## src/rtl/regbank_wb_ctrl.sv

```systemverilog
// Write-back controller: holds one retiring instruction, waits for load data,
// issues a single-cycle commit to the register bank and drives forwarding/hazard info.
module regbank_wb_ctrl #(
    parameter int TIMEOUT = 64,
    parameter int CNT_W   = 16
) (
    input  logic             clk,
    input  logic             reset,

    input  logic             ex_valid,
    output logic             ex_ready,
    input  logic [3:0]       ex_addr_d,
    input  logic [31:0]      ex_data,
    input  logic             ex_we,
    input  logic             ex_we_high,
    input  logic             ex_read_mem,

    input  logic             mem_done,
    input  logic [31:0]      mem_q,

    output logic             rb_writeBack,
    output logic             rb_we,
    output logic             rb_we_high,
    output logic             rb_read_mem,
    output logic [3:0]       rb_addr_d,
    output logic [31:0]      rb_data_d,
    output logic [31:0]      rb_mem_q,

    input  logic [3:0]       rd_addr_a,
    input  logic [3:0]       rd_addr_b,
    output logic             fwd_hit_a,
    output logic             fwd_hit_b,
    output logic [31:0]      fwd_data_a,
    output logic [31:0]      fwd_data_b,
    output logic             hazard,

    output logic             timeout_err,
    output logic [CNT_W-1:0] commit_cnt
);

    localparam int                WCNT_W    = (TIMEOUT > 2) ? $clog2(TIMEOUT) : 1;
    localparam logic [WCNT_W-1:0] WCNT_LAST = WCNT_W'(TIMEOUT - 1);

    localparam logic [1:0] S_IDLE     = 2'd0;
    localparam logic [1:0] S_WAIT_MEM = 2'd1;
    localparam logic [1:0] S_COMMIT   = 2'd2;

    typedef struct packed {
        logic        hit;
        logic        stall;
        logic [31:0] data;
    } fwd_t;

    logic [1:0]        state_q, state_d;
    logic [WCNT_W-1:0] wcnt_q, wcnt_d;

    logic [3:0]        pend_addr_q, pend_addr_d;
    logic [31:0]       pend_data_q, pend_data_d;
    logic              pend_we_high_q, pend_we_high_d;
    logic              pend_read_mem_q, pend_read_mem_d;

    logic              cm_we_q, cm_we_d;
    logic              cm_we_high_q, cm_we_high_d;
    logic              cm_read_mem_q, cm_read_mem_d;
    logic [3:0]        cm_addr_q, cm_addr_d;
    logic [31:0]       cm_data_q, cm_data_d;
    logic [31:0]       mem_cap_q, mem_cap_d;

    logic              timeout_q, timeout_d;
    logic [CNT_W-1:0]  cnt_q, cnt_d;

    logic              accept;
    logic              enter_commit;
    fwd_t              fwd_a, fwd_b;

    assign accept = ex_valid && (state_q == S_IDLE);

    // Control FSM, wait counter, load-data capture and sticky timeout flag.
    always_comb begin
        // NOTE: every always_comb output gets a default first so no path infers a latch.
        state_d   = state_q;
        wcnt_d    = wcnt_q;
        mem_cap_d = mem_cap_q;
        timeout_d = timeout_q;
        case (state_q)
            S_IDLE: begin
                if (accept && ex_we) begin
                    if (ex_read_mem) begin
                        state_d = S_WAIT_MEM;
                        wcnt_d  = '0;
                    end else begin
                        state_d = S_COMMIT;
                    end
                end
            end
            S_WAIT_MEM: begin
                if (mem_done) begin
                    state_d   = S_COMMIT;
                    mem_cap_d = mem_q;
                end else if (wcnt_q == WCNT_LAST) begin
                    state_d   = S_IDLE;
                    timeout_d = 1'b1;
                end else begin
                    wcnt_d = wcnt_q + 1'b1;
                end
            end
            S_COMMIT: state_d = S_IDLE;
            default:  state_d = S_IDLE;
        endcase
    end

    // Pending entry: latched on an accepted register-writing instruction.
    always_comb begin
        pend_addr_d     = pend_addr_q;
        pend_data_d     = pend_data_q;
        pend_we_high_d  = pend_we_high_q;
        pend_read_mem_d = pend_read_mem_q;
        if (accept && ex_we) begin
            pend_addr_d     = ex_addr_d;
            pend_data_d     = ex_data;
            // A load always writes the full word, so a half-write request is dropped.
            pend_we_high_d  = ex_we_high && !ex_read_mem;
            pend_read_mem_d = ex_read_mem;
        end
    end

    // Commit-side outputs load on entry to COMMIT and hold afterwards.
    // From IDLE the pending registers are being written on the same edge,
    // so the values come straight from execute.
    assign enter_commit = (state_d == S_COMMIT) && (state_q != S_COMMIT);

    always_comb begin
        cm_we_d       = cm_we_q;
        cm_we_high_d  = cm_we_high_q;
        cm_read_mem_d = cm_read_mem_q;
        cm_addr_d     = cm_addr_q;
        cm_data_d     = cm_data_q;
        if (enter_commit) begin
            if (state_q == S_IDLE) begin
                cm_we_d       = (ex_addr_d != 4'd0);
                cm_we_high_d  = ex_we_high && !ex_read_mem;
                cm_read_mem_d = ex_read_mem;
                cm_addr_d     = ex_addr_d;
                cm_data_d     = ex_data;
            end else begin
                cm_we_d       = (pend_addr_q != 4'd0);
                cm_we_high_d  = pend_we_high_q;
                cm_read_mem_d = pend_read_mem_q;
                cm_addr_d     = pend_addr_q;
                cm_data_d     = pend_data_q;
            end
        end
    end

    always_comb begin
        cnt_d = cnt_q;
        if ((state_q == S_COMMIT) && cm_we_q) begin
            cnt_d = cnt_q + 1'b1;
        end
    end

    // NOTE: the datapath registers are reset too, so rb_* and fwd_* read zero after reset.
    always_ff @(posedge clk or negedge reset) begin
        if (!reset) begin
            state_q         <= S_IDLE;
            wcnt_q          <= '0;
            pend_addr_q     <= '0;
            pend_data_q     <= '0;
            pend_we_high_q  <= 1'b0;
            pend_read_mem_q <= 1'b0;
            cm_we_q         <= 1'b0;
            cm_we_high_q    <= 1'b0;
            cm_read_mem_q   <= 1'b0;
            cm_addr_q       <= '0;
            cm_data_q       <= '0;
            mem_cap_q       <= '0;
            timeout_q       <= 1'b0;
            cnt_q           <= '0;
        end else begin
            state_q         <= state_d;
            wcnt_q          <= wcnt_d;
            pend_addr_q     <= pend_addr_d;
            pend_data_q     <= pend_data_d;
            pend_we_high_q  <= pend_we_high_d;
            pend_read_mem_q <= pend_read_mem_d;
            cm_we_q         <= cm_we_d;
            cm_we_high_q    <= cm_we_high_d;
            cm_read_mem_q   <= cm_read_mem_d;
            cm_addr_q       <= cm_addr_d;
            cm_data_q       <= cm_data_d;
            mem_cap_q       <= mem_cap_d;
            timeout_q       <= timeout_d;
            cnt_q           <= cnt_d;
        end
    end

    // Forwarding is only safe for a full-word write in its commit cycle; anything
    // else that matches a read address must stall the read stage.
    function automatic fwd_t fwd_lookup(
        input logic [3:0]  rd,
        input logic [1:0]  state,
        input logic [3:0]  p_addr,
        input logic [31:0] p_data,
        input logic        p_we_high,
        input logic        p_read_mem,
        input logic [31:0] m_data
    );
        fwd_t r;
        r = '0;
        if ((state != S_IDLE) && (rd == p_addr) && (rd != 4'd0)) begin
            if ((state == S_COMMIT) && !p_we_high) begin
                r.hit  = 1'b1;
                r.data = p_read_mem ? m_data : p_data;
            end else begin
                r.stall = 1'b1;
            end
        end
        return r;
    endfunction

    always_comb begin
        fwd_a = fwd_lookup(rd_addr_a, state_q, pend_addr_q, pend_data_q,
                           pend_we_high_q, pend_read_mem_q, mem_cap_q);
        fwd_b = fwd_lookup(rd_addr_b, state_q, pend_addr_q, pend_data_q,
                           pend_we_high_q, pend_read_mem_q, mem_cap_q);
    end

    assign ex_ready     = (state_q == S_IDLE);
    assign rb_writeBack = (state_q == S_COMMIT);
    assign rb_we        = cm_we_q;
    assign rb_we_high   = cm_we_high_q;
    assign rb_read_mem  = cm_read_mem_q;
    assign rb_addr_d    = cm_addr_q;
    assign rb_data_d    = cm_data_q;
    assign rb_mem_q     = mem_cap_q;
    assign fwd_hit_a    = fwd_a.hit;
    assign fwd_hit_b    = fwd_b.hit;
    assign fwd_data_a   = fwd_a.data;
    assign fwd_data_b   = fwd_b.data;
    assign hazard       = fwd_a.stall || fwd_b.stall;
    assign timeout_err  = timeout_q;
    assign commit_cnt   = cnt_q;

endmodule

```

## config.mk

```make
export PLATFORM = sky130hd
export DESIGN_NAME = regbank_wb_ctrl
export DESIGN_NICKNAME = d
export VERILOG_FILES = /design/src/rtl/regbank_wb_ctrl.sv
export SDC_FILE = /design/constraint.sdc
export NUM_CORES = 1
export LEC_CHECK = 0
export BUFFER_PORTS_ARGS = -buffer_cell sky130_fd_sc_hd__buf_2
export CORE_MARGIN = 2
export CORE_UTILIZATION = 26
export DETAILED_ROUTE_END_ITERATION = 8
export PLACE_DENSITY_LB_ADDON = 0.25
export SLEW_MARGIN = 5
export SYNTH_ARGS = -nofsm -noshare
export SYNTH_HDL_FRONTEND = slang
export SYNTH_SLANG_ARGS = --single-unit
export TNS_END_PERCENT = 50
```

## constraint.sdc

```tcl
create_clock -name clk -period 4.6 [get_ports clk]
set_clock_uncertainty 0.05 [all_clocks]
set_input_delay 0.92 -clock clk [delete_from_list [all_inputs] [get_ports clk]]
set_output_delay 0.92 -clock clk [all_outputs]
set_load 0.05 [all_outputs]
```

==> impl_metrics.json, run 1 <==
{
  "run_status": "finished, final reports clean",
  "synth_edf_count": 0,
  "cts_resized": 0,
  "clk_pin_slew_worst_paths_ns": 0.06,
  "place_congestion": 0.747,
  "ant_nets": 0,
  "clockBufferDepth": 2,
  "die_area_um2": 26200,
  "dr.pass1.iters": 4,
  "worst-setup-path-type": "reg2out",
  "utilization_pct": 35.1,
  "synthFlopType": "dfrtp_1",
  "cts_root_buffer": "clkbuf_16",
  "core-area_um2": 24400,
  "port_buffers": 239,
  "critPathRequiredTime_ns": 3.63,
  "critPathMaxFanout": 18,
  "syn-cell-area_um2": 6490,
  "antenna_found_initial": 0,
  "ys_warn_count": 0,
  "syn_inst": 629,
  "hold_viol": 0,
  "arrival_ns": 2.89,
  "slew_violations": 0,
  "final_cell_mix": "buf_2 (238), dfrtp_1 (133), nand2_1 (124), nor2_1 (77), mux2i_1 (68)",
  "maxCapViolations": 0,
  "hold_class": "reg2reg",
  "cts_max_level": 4,
  "numCtsBuffers": 17,
  "drt_iter0_markers": 242,
  "relSlewSlack_pct": 38.4,
  "areaGrowthSynthToFinish_pct": 31.9,
  "synthArstFlopShare_pct": 100,
  "drt_wl_total_um": 19200,
  "ys_ff_latch": 134,
  "io_pins": 240,
  "cp-start-kind": "register",
  "hpwlAfterDp_um": 13300,
  "p_leak_nw": 4.43,
  "syn_area_per_cell_um2": 10.3,
  "yosys-top-cells-area": "dfrtp_1 (52%), mux2i_1 (10%), nand2_1 (7.2%)",
  "synth_top_area_cell": "dfrtp_1",
  "drive_gt1_share_pct": 41.0,
  "grt_max_degree": 78,
  "die_h_um": 162,
  "period_share_pct": 84.0,
  "ir_worst_vdd_mv": 0.288,
  "fin_area_um2": 8560,
  "fin_crit_ns": 3.86,
  "rsz0062_at_grt": "false",
  "dr_total_vias": 5204,
  "post_drt_wl_per_cell_um": 16.0,
  "synth-seq-area-share_pct": 51.7,
  "synthesis.nets": 714,
  "avgViaCountPerCell": 4.34,
  "synth_cell_types": 47,
  "worstSkewPairLatency_ns": 0.41,
  "setup_violations": 0,
  "final_common_cell": "buf_2",
  "place_area_um2": 7990,
  "ctsHoldBuffers": 0,
  "route.detailed.drc": 0,
  "diodes": 0,
  "grt_usage_pct": 14.8,
  "clock_sinks": 134,
  "worstMarginPinSlew_ns": 0.921,
  "cts_tree": "done",
  "grt.overflow.total": 0,
  "grt_pass1_wl_um": 30100,
  "max_freq_mhz": 259,
  "dieWidth_um": 162,
  "rows": 57,
  "setup_tns_ns": 0,
  "nets": 946,
  "initial_utilization_pct": 26.6,
  "power_w": 0.00507,
  "postCtsSetupRepairBufs": 0,
  "critPathCaptureType": "output port",
  "grt_pass1_vias": 5267,
  "synth_top_area_share_pct": 51.7,
  "p_per_area_nw_per_um2": 592
}
layout make-up:
cell class / count / area (um2)
Clock buffer: 20 / 457
Clock inverter: 12 / 119
Fill cell: 2532 / 15800
Inverter: 6 / 22.5
Multi-Input combinational cell: 454 / 2910
Sequential cell: 134 / 3350
Tap cell: 324 / 405
Timing Repair Buffer: 248 / 1290
sequential cells by signal, summed over array words and instances, names as in the netlist:
| name | flops |
|---|---|
| rb_addr_d | 4 |
| pend_addr_q | 4 |
| rb_we_high | 1 |
| pend_data_q | 32 |
| rb_we | 1 |
| state_q | 2 |
| pend_read_mem_q | 1 |
| pend_we_high_q | 1 |
| rb_data_d | 32 |
| timeout_err | 1 |
| rb_read_mem | 1 |
| rb_mem_q | 32 |
| commit_cnt | 16 |
| wcnt_q | 6 |
kinds of logic after synthesis:
group,share of synthesized area [%]
muxes,16.2
xor gates and xnor gates,3.10
buffers and inverters,3.70
and+or+nand+nor,19.9
DFF,51.7
adders and majority gates,0.386
AOI/OAI and AO/OA,4.99
per-stage QoR:
step / setup slack, ns / std cells / hold slack [ns]
5_1_grt: 0.487 / 1198 / 0.432
4_1_cts: 0.715 / 1198 / 0.419
3_5_place_dp: 0.895 / 1166 / 0.405
2_1_floorplan: 1.11 / 629 / 0.408
6_report: 0.736 / 1198 / 0.411
3_3_place_gp: 0.933 / 1166 / 0.394
Yosys cell counts, types with 2 or more instances:
cell type and instances:
buf_6 7, or2_2 2, xnor2_1 9, nand2_1 124
and4bb_2 2, o41ai_1 2, o21ai_0 6, nor3_1 4
nor4_4 3, xor2_1 14, mux2_2 33, inv_1 6
nor2_2 29, and3_1 3, mux2i_1 68, dfrtp_1 134
nor2_1 77, nand3_2 2, nand3_1 9, ha_1 2
nand4_1 3, o211ai_1 2, clkbuf_1 4, buf_2 21
buf_4 2, a21oi_1 40
path summary, 6_finish.rpt:
path	from	to	slack, ns	depth (start not counted)
min reg2reg	timeout_err	timeout_err	0.41	1
max	state_q[1]	fwd_data_b[19]	0.74	6
min	timeout_err	timeout_err	0.41	1
min in group asynchronous	reset	rb_mem_q[8]	0.46	1
max in group asynchronous	reset	pend_addr_q[3]	3.24	2
max reg2reg	state_q[1]	rb_data_d[18]	2.27	5
critical path: stages (launching register included):
cell and delay (ns):
dfrtp_1 0.67, nor2b_1 0.32, and2b_1 0.28, nand3_2 0.42, buf_4 0.40, nor2_1 0.11, buf_2 0.27
routing by layer:
metal | routed length, um | vias up | GRT usage [%]
met5 | 0 | - | 0
li1 | - | 2566 | -
met1 | 9000 | 2474 | 19.7
met4 | 148 | 0 | 3.30
met2 | 8850 | 155 | 23.7
met3 | 1220 | 9 | 4.62
where the power goes:
group	internal [W]	switching, W	total (W)	leakage, nW
clock network	0.000780	0.000561	0.00134	0.262
logic	0.000522	0.00143	0.00195	2.54
registers	0.00150	0.000274	0.00178	1.63
total	0.00281	0.00227	0.00507	4.43
Note: power is estimated with default switching activity, not from simulation.
==> inputs of run 2 (changes only) <==
==> constraint.sdc (replaced) <==
create_clock -name clk -period 3.3 [get_ports clk]
set_clock_uncertainty 0.05 [all_clocks]
set_input_delay 0.66 -clock clk [delete_from_list [all_inputs] [get_ports clk]]
set_output_delay 0.66 -clock clk [all_outputs]
set_load 0.05 [all_outputs]
==> impl_metrics.json, run 2 (same netlist as run 1, synthesis figures left out) <==
{
  "run_status": "finished, final reports clean",
  "grt_pass1_vias": 5476,
  "r2r-start": "state_q[1]",
  "clockBufferDepth": 2,
  "max_stage_delay_ns": 0.53,
  "drive_gt1_share_pct": 41.3,
  "clock_sinks": 134,
  "crit_path_start": "state_q[0]",
  "utilization_pct": 35.5,
  "route.detailed.drc": 0,
  "ctsHoldBuffers": 0,
  "hold_class": "in2async",
  "cts_tree": "done",
  "initial_utilization_pct": 26.6,
  "dr.pass1.iters": 4,
  "clk_pin_slew_worst_paths_ns": 0.06,
  "postCtsSetupRepairBufs": 0,
  "combPwrFrac_pct": 37.9,
  "cts_resized": 0,
  "drt_wl_total_um": 19300,
  "die_h_um": 162,
  "cts_max_level": 4,
  "crit_slowest_cell": "dfrtp_1",
  "arrival_ns": 2.37,
  "dp_slack_ns": 0.444,
  "worst-setup-path-type": "reg2out",
  "timing.rr.end": "rb_addr_d[3]",
  "clock_power_share_pct": 28.5,
  "p_per_area_nw_per_um2": 842,
  "final_cell_mix": "buf_2 (238), dfrtp_1 (133), nand2_1 (124), nor2_1 (77), mux2i_1 (68)",
  "maxCapViolations": 0,
  "cts_root_buffer": "clkbuf_16",
  "p_switching_w": 0.00315,
  "p_leak_nw": 4.50,
  "hpwlAfterDp_um": 13700,
  "hold_viol": 0,
  "ant_nets": 0,
  "max_freq_mhz": 324,
  "core-area_um2": 24400,
  "reg2reg_depth": 6,
  "period_share_pct": 93.5,
  "critPathCapture": "fwd_data_a[15]",
  "worst_slack_ns": 0.215,
  "worstMarginPinSlew_ns": 0.939,
  "port_buffers": 239,
  "critPathMaxFanout": 18,
  "drt_iter0_markers": 214,
  "nets": 952,
  "setup_tns_ns": 0,
  "sequentialPowerShare_pct": 33.6,
  "p_sw_share_pct": 43.2,
  "grt.overflow.total": 0,
  "path_cells": "nor2b_1, and2b_1, nand3_2, buf_4, nor2_2, buf_2",
  "grt_usage_pct": 14.9,
  "place_area_um2": 8030,
  "critPathRequiredTime_ns": 2.59,
  "grt_pass1_wl_um": 30300,
  "avgViaCountPerCell": 4.38,
  "relSlewSlack_pct": 37.2,
  "final_common_cell": "buf_2",
  "fin_crit_ns": 3.08,
  "diodes": 0,
  "ir_worst_vdd_mv": 0.489,
  "grt_max_degree": 80,
  "rows": 57,
  "fin_area_um2": 8660,
  "numCtsBuffers": 17,
  "slew_violations": 0,
  "dieWidth_um": 162,
  "intPower_w": 0.00414,
  "power_w": 0.00729,
  "die_area_um2": 26200,
  "critPathCaptureType": "output port",
  "worstSkewPairLatency_ns": 0.41,
  "reg2reg_setup_slack_ns": 0.98,
  "setup_violations": 0,
  "rsz0062_at_grt": "false",
  "io_pins": 240,
  "place_congestion": 0.771,
  "post_drt_wl_per_cell_um": 16.1,
  "dr_total_vias": 5273,
  "cp-start-kind": "register",
  "areaGrowthSynthToFinish_pct": 33.5,
  "antenna_found_initial": 1
}
[run 2: cell count changes in the layout (fill, tap and decap cells not counted), sizes merged]
| cell | change |
|---|---|
| bufinv | +3 |
| inv | -2 |
| clkinv | +3 |
| buf | +6 |
| clkbuf | +1 |
| clkinvlp | -5 |
[run 2: layout make-up]
type	instances	area, um2
timing repair buffer	254	1340
fill	2525	15700
sequential	134	3350
tap	324	405
multi-input combinational	454	2910
inverter	6	22.5
clock inverter	11	173
clock buffer	21	460
[run 2: power by group through the flow]
stage	clock network [W]	registers, W	logic, W
5_1_grt	0.00221	0.00252	0.00294
3_3_place_gp	0	0.00247	0.00279
4_1_cts	0.00214	0.00247	0.00280
2_1_floorplan	0	0.00364	0.000857
3_5_place_dp	0	0.00249	0.00279
6_report	0.00207	0.00245	0.00276
[run 2: critical path, delay by kind of cell (launching register included)]
family / cells / cell delay, ns
buffers and inverters: 2 / 0.53
and+or+nand+nor: 4 / 0.89
DFF: 1 / 0.53
[run 2: metal layers]
metal | share of wire, % | track usage [%] | up-vias | wire, um
li1 | - | - | 2585 | -
met1 | 46 | 19.4 | 2506 | 8850
met2 | 46 | 24.3 | 167 | 8960
met3 | 6.6 | 4.24 | 15 | 1270
met4 | 1.4 | 4.30 | 0 | 265
met5 | 0 | 0 | - | 0
[run 2: how the worst min path moves through the flow]
stage               cells after the start   startpoint            end
CTS                                     1        reset   rb_mem_q[17]
finish                                  1        reset    rb_mem_q[8]
global route                            1        reset   rb_mem_q[17]
detailed placement                      1  timeout_err    timeout_err
global placement                        1  timeout_err    timeout_err
floorplan                               0        reset  commit_cnt[0]
[run 2: stage by stage]
step | std cells | hold slack, ns
3_5_place_dp | 1172 | 0.392
3_3_place_gp | 1172 | 0.389
5_1_grt | 1204 | 0.266
6_report | 1204 | 0.212
2_1_floorplan | 629 | 0.314
4_1_cts | 1204 | 0.259
==> inputs of run 3 (changes only) <==
--- a/config.mk
+++ b/config.mk
@@ -8,6 +8,7 @@
 export BUFFER_PORTS_ARGS = -buffer_cell sky130_fd_sc_hd__buf_2
 export CORE_MARGIN = 2
 export CORE_UTILIZATION = 26
+export CTS_BUF_LIST = sky130_fd_sc_hd__clkbuf_16
 export DETAILED_ROUTE_END_ITERATION = 8
 export PLACE_DENSITY_LB_ADDON = 0.25
 export SLEW_MARGIN = 5
==> impl_metrics.json, run 3 (same netlist as run 1, synthesis figures left out) <==
{
  "worst_slack_ns": 0.216,
  "dr_total_vias": 5261,
  "drt_iter0_markers": 201,
  "cts_resized": 0,
  "final_common_cell": "buf_2",
  "critPathCaptureType": "output port",
  "hold_class": "in2async",
  "ir_worst_vdd_mv": 0.486,
  "max_freq_mhz": 324,
  "rsz0062_at_grt": "false",
  "place_congestion": 0.771,
  "setup_tns_ns": 0,
  "areaGrowthSynthToFinish_pct": 33.2,
  "fin_crit_ns": 3.08,
  "diodes": 0,
  "io_pins": 240,
  "die_area_um2": 26200,
  "reg2reg_setup_slack_ns": 0.98,
  "critPathCapture": "fwd_data_a[15]",
  "route.detailed.drc": 0,
  "antenna_found_initial": 1,
  "worst-setup-path-type": "reg2out",
  "holdWs_ns": 0.211,
  "reg2reg_depth": 6,
  "arrival_ns": 2.37,
  "initial_utilization_pct": 26.6,
  "run_status": "finished, final reports clean",
  "crit_slowest_cell": "dfrtp_1",
  "power_w": 0.00724,
  "port_buffers": 239,
  "drt_wl_total_um": 19300,
  "cts_tree": "done",
  "drive_gt1_share_pct": 41.0,
  "grt_pass1_wl_um": 30300,
  "critPathMaxFanout": 18,
  "rows": 57,
  "post_drt_wl_per_cell_um": 16.1,
  "ctsHoldBuffers": 0,
  "fin_area_um2": 8640,
  "timing.rr.end": "rb_addr_d[3]",
  "crit_path_start": "state_q[0]",
  "clk_pin_slew_worst_paths_ns": 0.06,
  "cts_root_buffer": "clkbuf_16",
  "ant_nets": 0,
  "grt_usage_pct": 15.0,
  "worstMarginPinSlew_ns": 0.940,
  "avgViaCountPerCell": 4.37,
  "path_cells": "nor2b_1, and2b_1, nand3_2, buf_4, nor2_2, buf_2",
  "final_cell_mix": "buf_2 (238), dfrtp_1 (133), nand2_1 (124), nor2_1 (77), mux2i_1 (68)",
  "clock_sinks": 134,
  "regArea_um2": 3350,
  "relSlewSlack_pct": 37.1,
  "slew_violations": 0,
  "grt.overflow.total": 0,
  "critPathRequiredTime_ns": 2.59,
  "place_area_um2": 8030,
  "core-area_um2": 24400,
  "multiInputGateArea_um2": 2910,
  "cts_max_level": 4,
  "die_h_um": 162,
  "period_share_pct": 93.4,
  "dp_slack_ns": 0.444,
  "hpwlAfterDp_um": 13700,
  "hold_viol": 0,
  "setup_violations": 0,
  "p_per_area_nw_per_um2": 837,
  "nFillCells": 2528,
  "grt_max_degree": 80,
  "grt_pass1_vias": 5494,
  "clockBufferDepth": 2,
  "r2r-start": "state_q[1]",
  "dr.pass1.iters": 4,
  "dieWidth_um": 162,
  "worstSkewPairLatency_ns": 0.41,
  "cp-start-kind": "register",
  "postCtsSetupRepairBufs": 0,
  "nets": 952,
  "maxCapViolations": 0,
  "numCtsBuffers": 17,
  "p_leak_nw": 4.50,
  "max_stage_delay_ns": 0.53
}
run 3: routing by layer:
layer,wire length (um),up-vias,global-route usage (%)
met3,1250,14,4.24
met5,0,-,0
li1,-,2584,-
met1,8860,2500,19.4
met2,8980,163,24.3
met4,249,0,4.42
run 3: worst min path at each step:
stage | startpoint | endpoint | slack [ns]
2_1_floorplan | reset | commit_cnt[0] | 0.31
3_3_place_gp | timeout_err | timeout_err | 0.39
3_5_place_dp | timeout_err | timeout_err | 0.39
4_1_cts | reset | rb_mem_q[17] | 0.26
5_1_grt | reset | rb_mem_q[17] | 0.26
6_report | reset | rb_mem_q[8] | 0.21
run 3: layout make-up:
cell class / instances / share of cell area, %
Clock buffer: 17 / 4.92
Clock inverter: 15 / 2.17
Inverter: 6 / 0.261
Multi-Input combinational cell: 454 / 33.6
Sequential cell: 134 / 38.8
Tap cell: 324 / 4.69
Timing Repair Buffer: 254 / 15.5
run 3: critical path, delay by kind of cell (launching register included):
family / cells / cell delay, ns
simple gates: 4 / 0.89
flops: 1 / 0.53
buf+inv: 2 / 0.53
run 3: report_power, final:
group          internal [W]  switching [W]
logic              0.000734        0.00203
clock network       0.00126       0.000763
registers           0.00210       0.000356
run 3: through the flow:
step           util, %  std cells
6_report          35.4       1204
5_1_grt           35.4       1204
4_1_cts           35.4       1204
3_5_place_dp      32.9       1172
3_3_place_gp      32.9       1172
2_1_floorplan        -        629
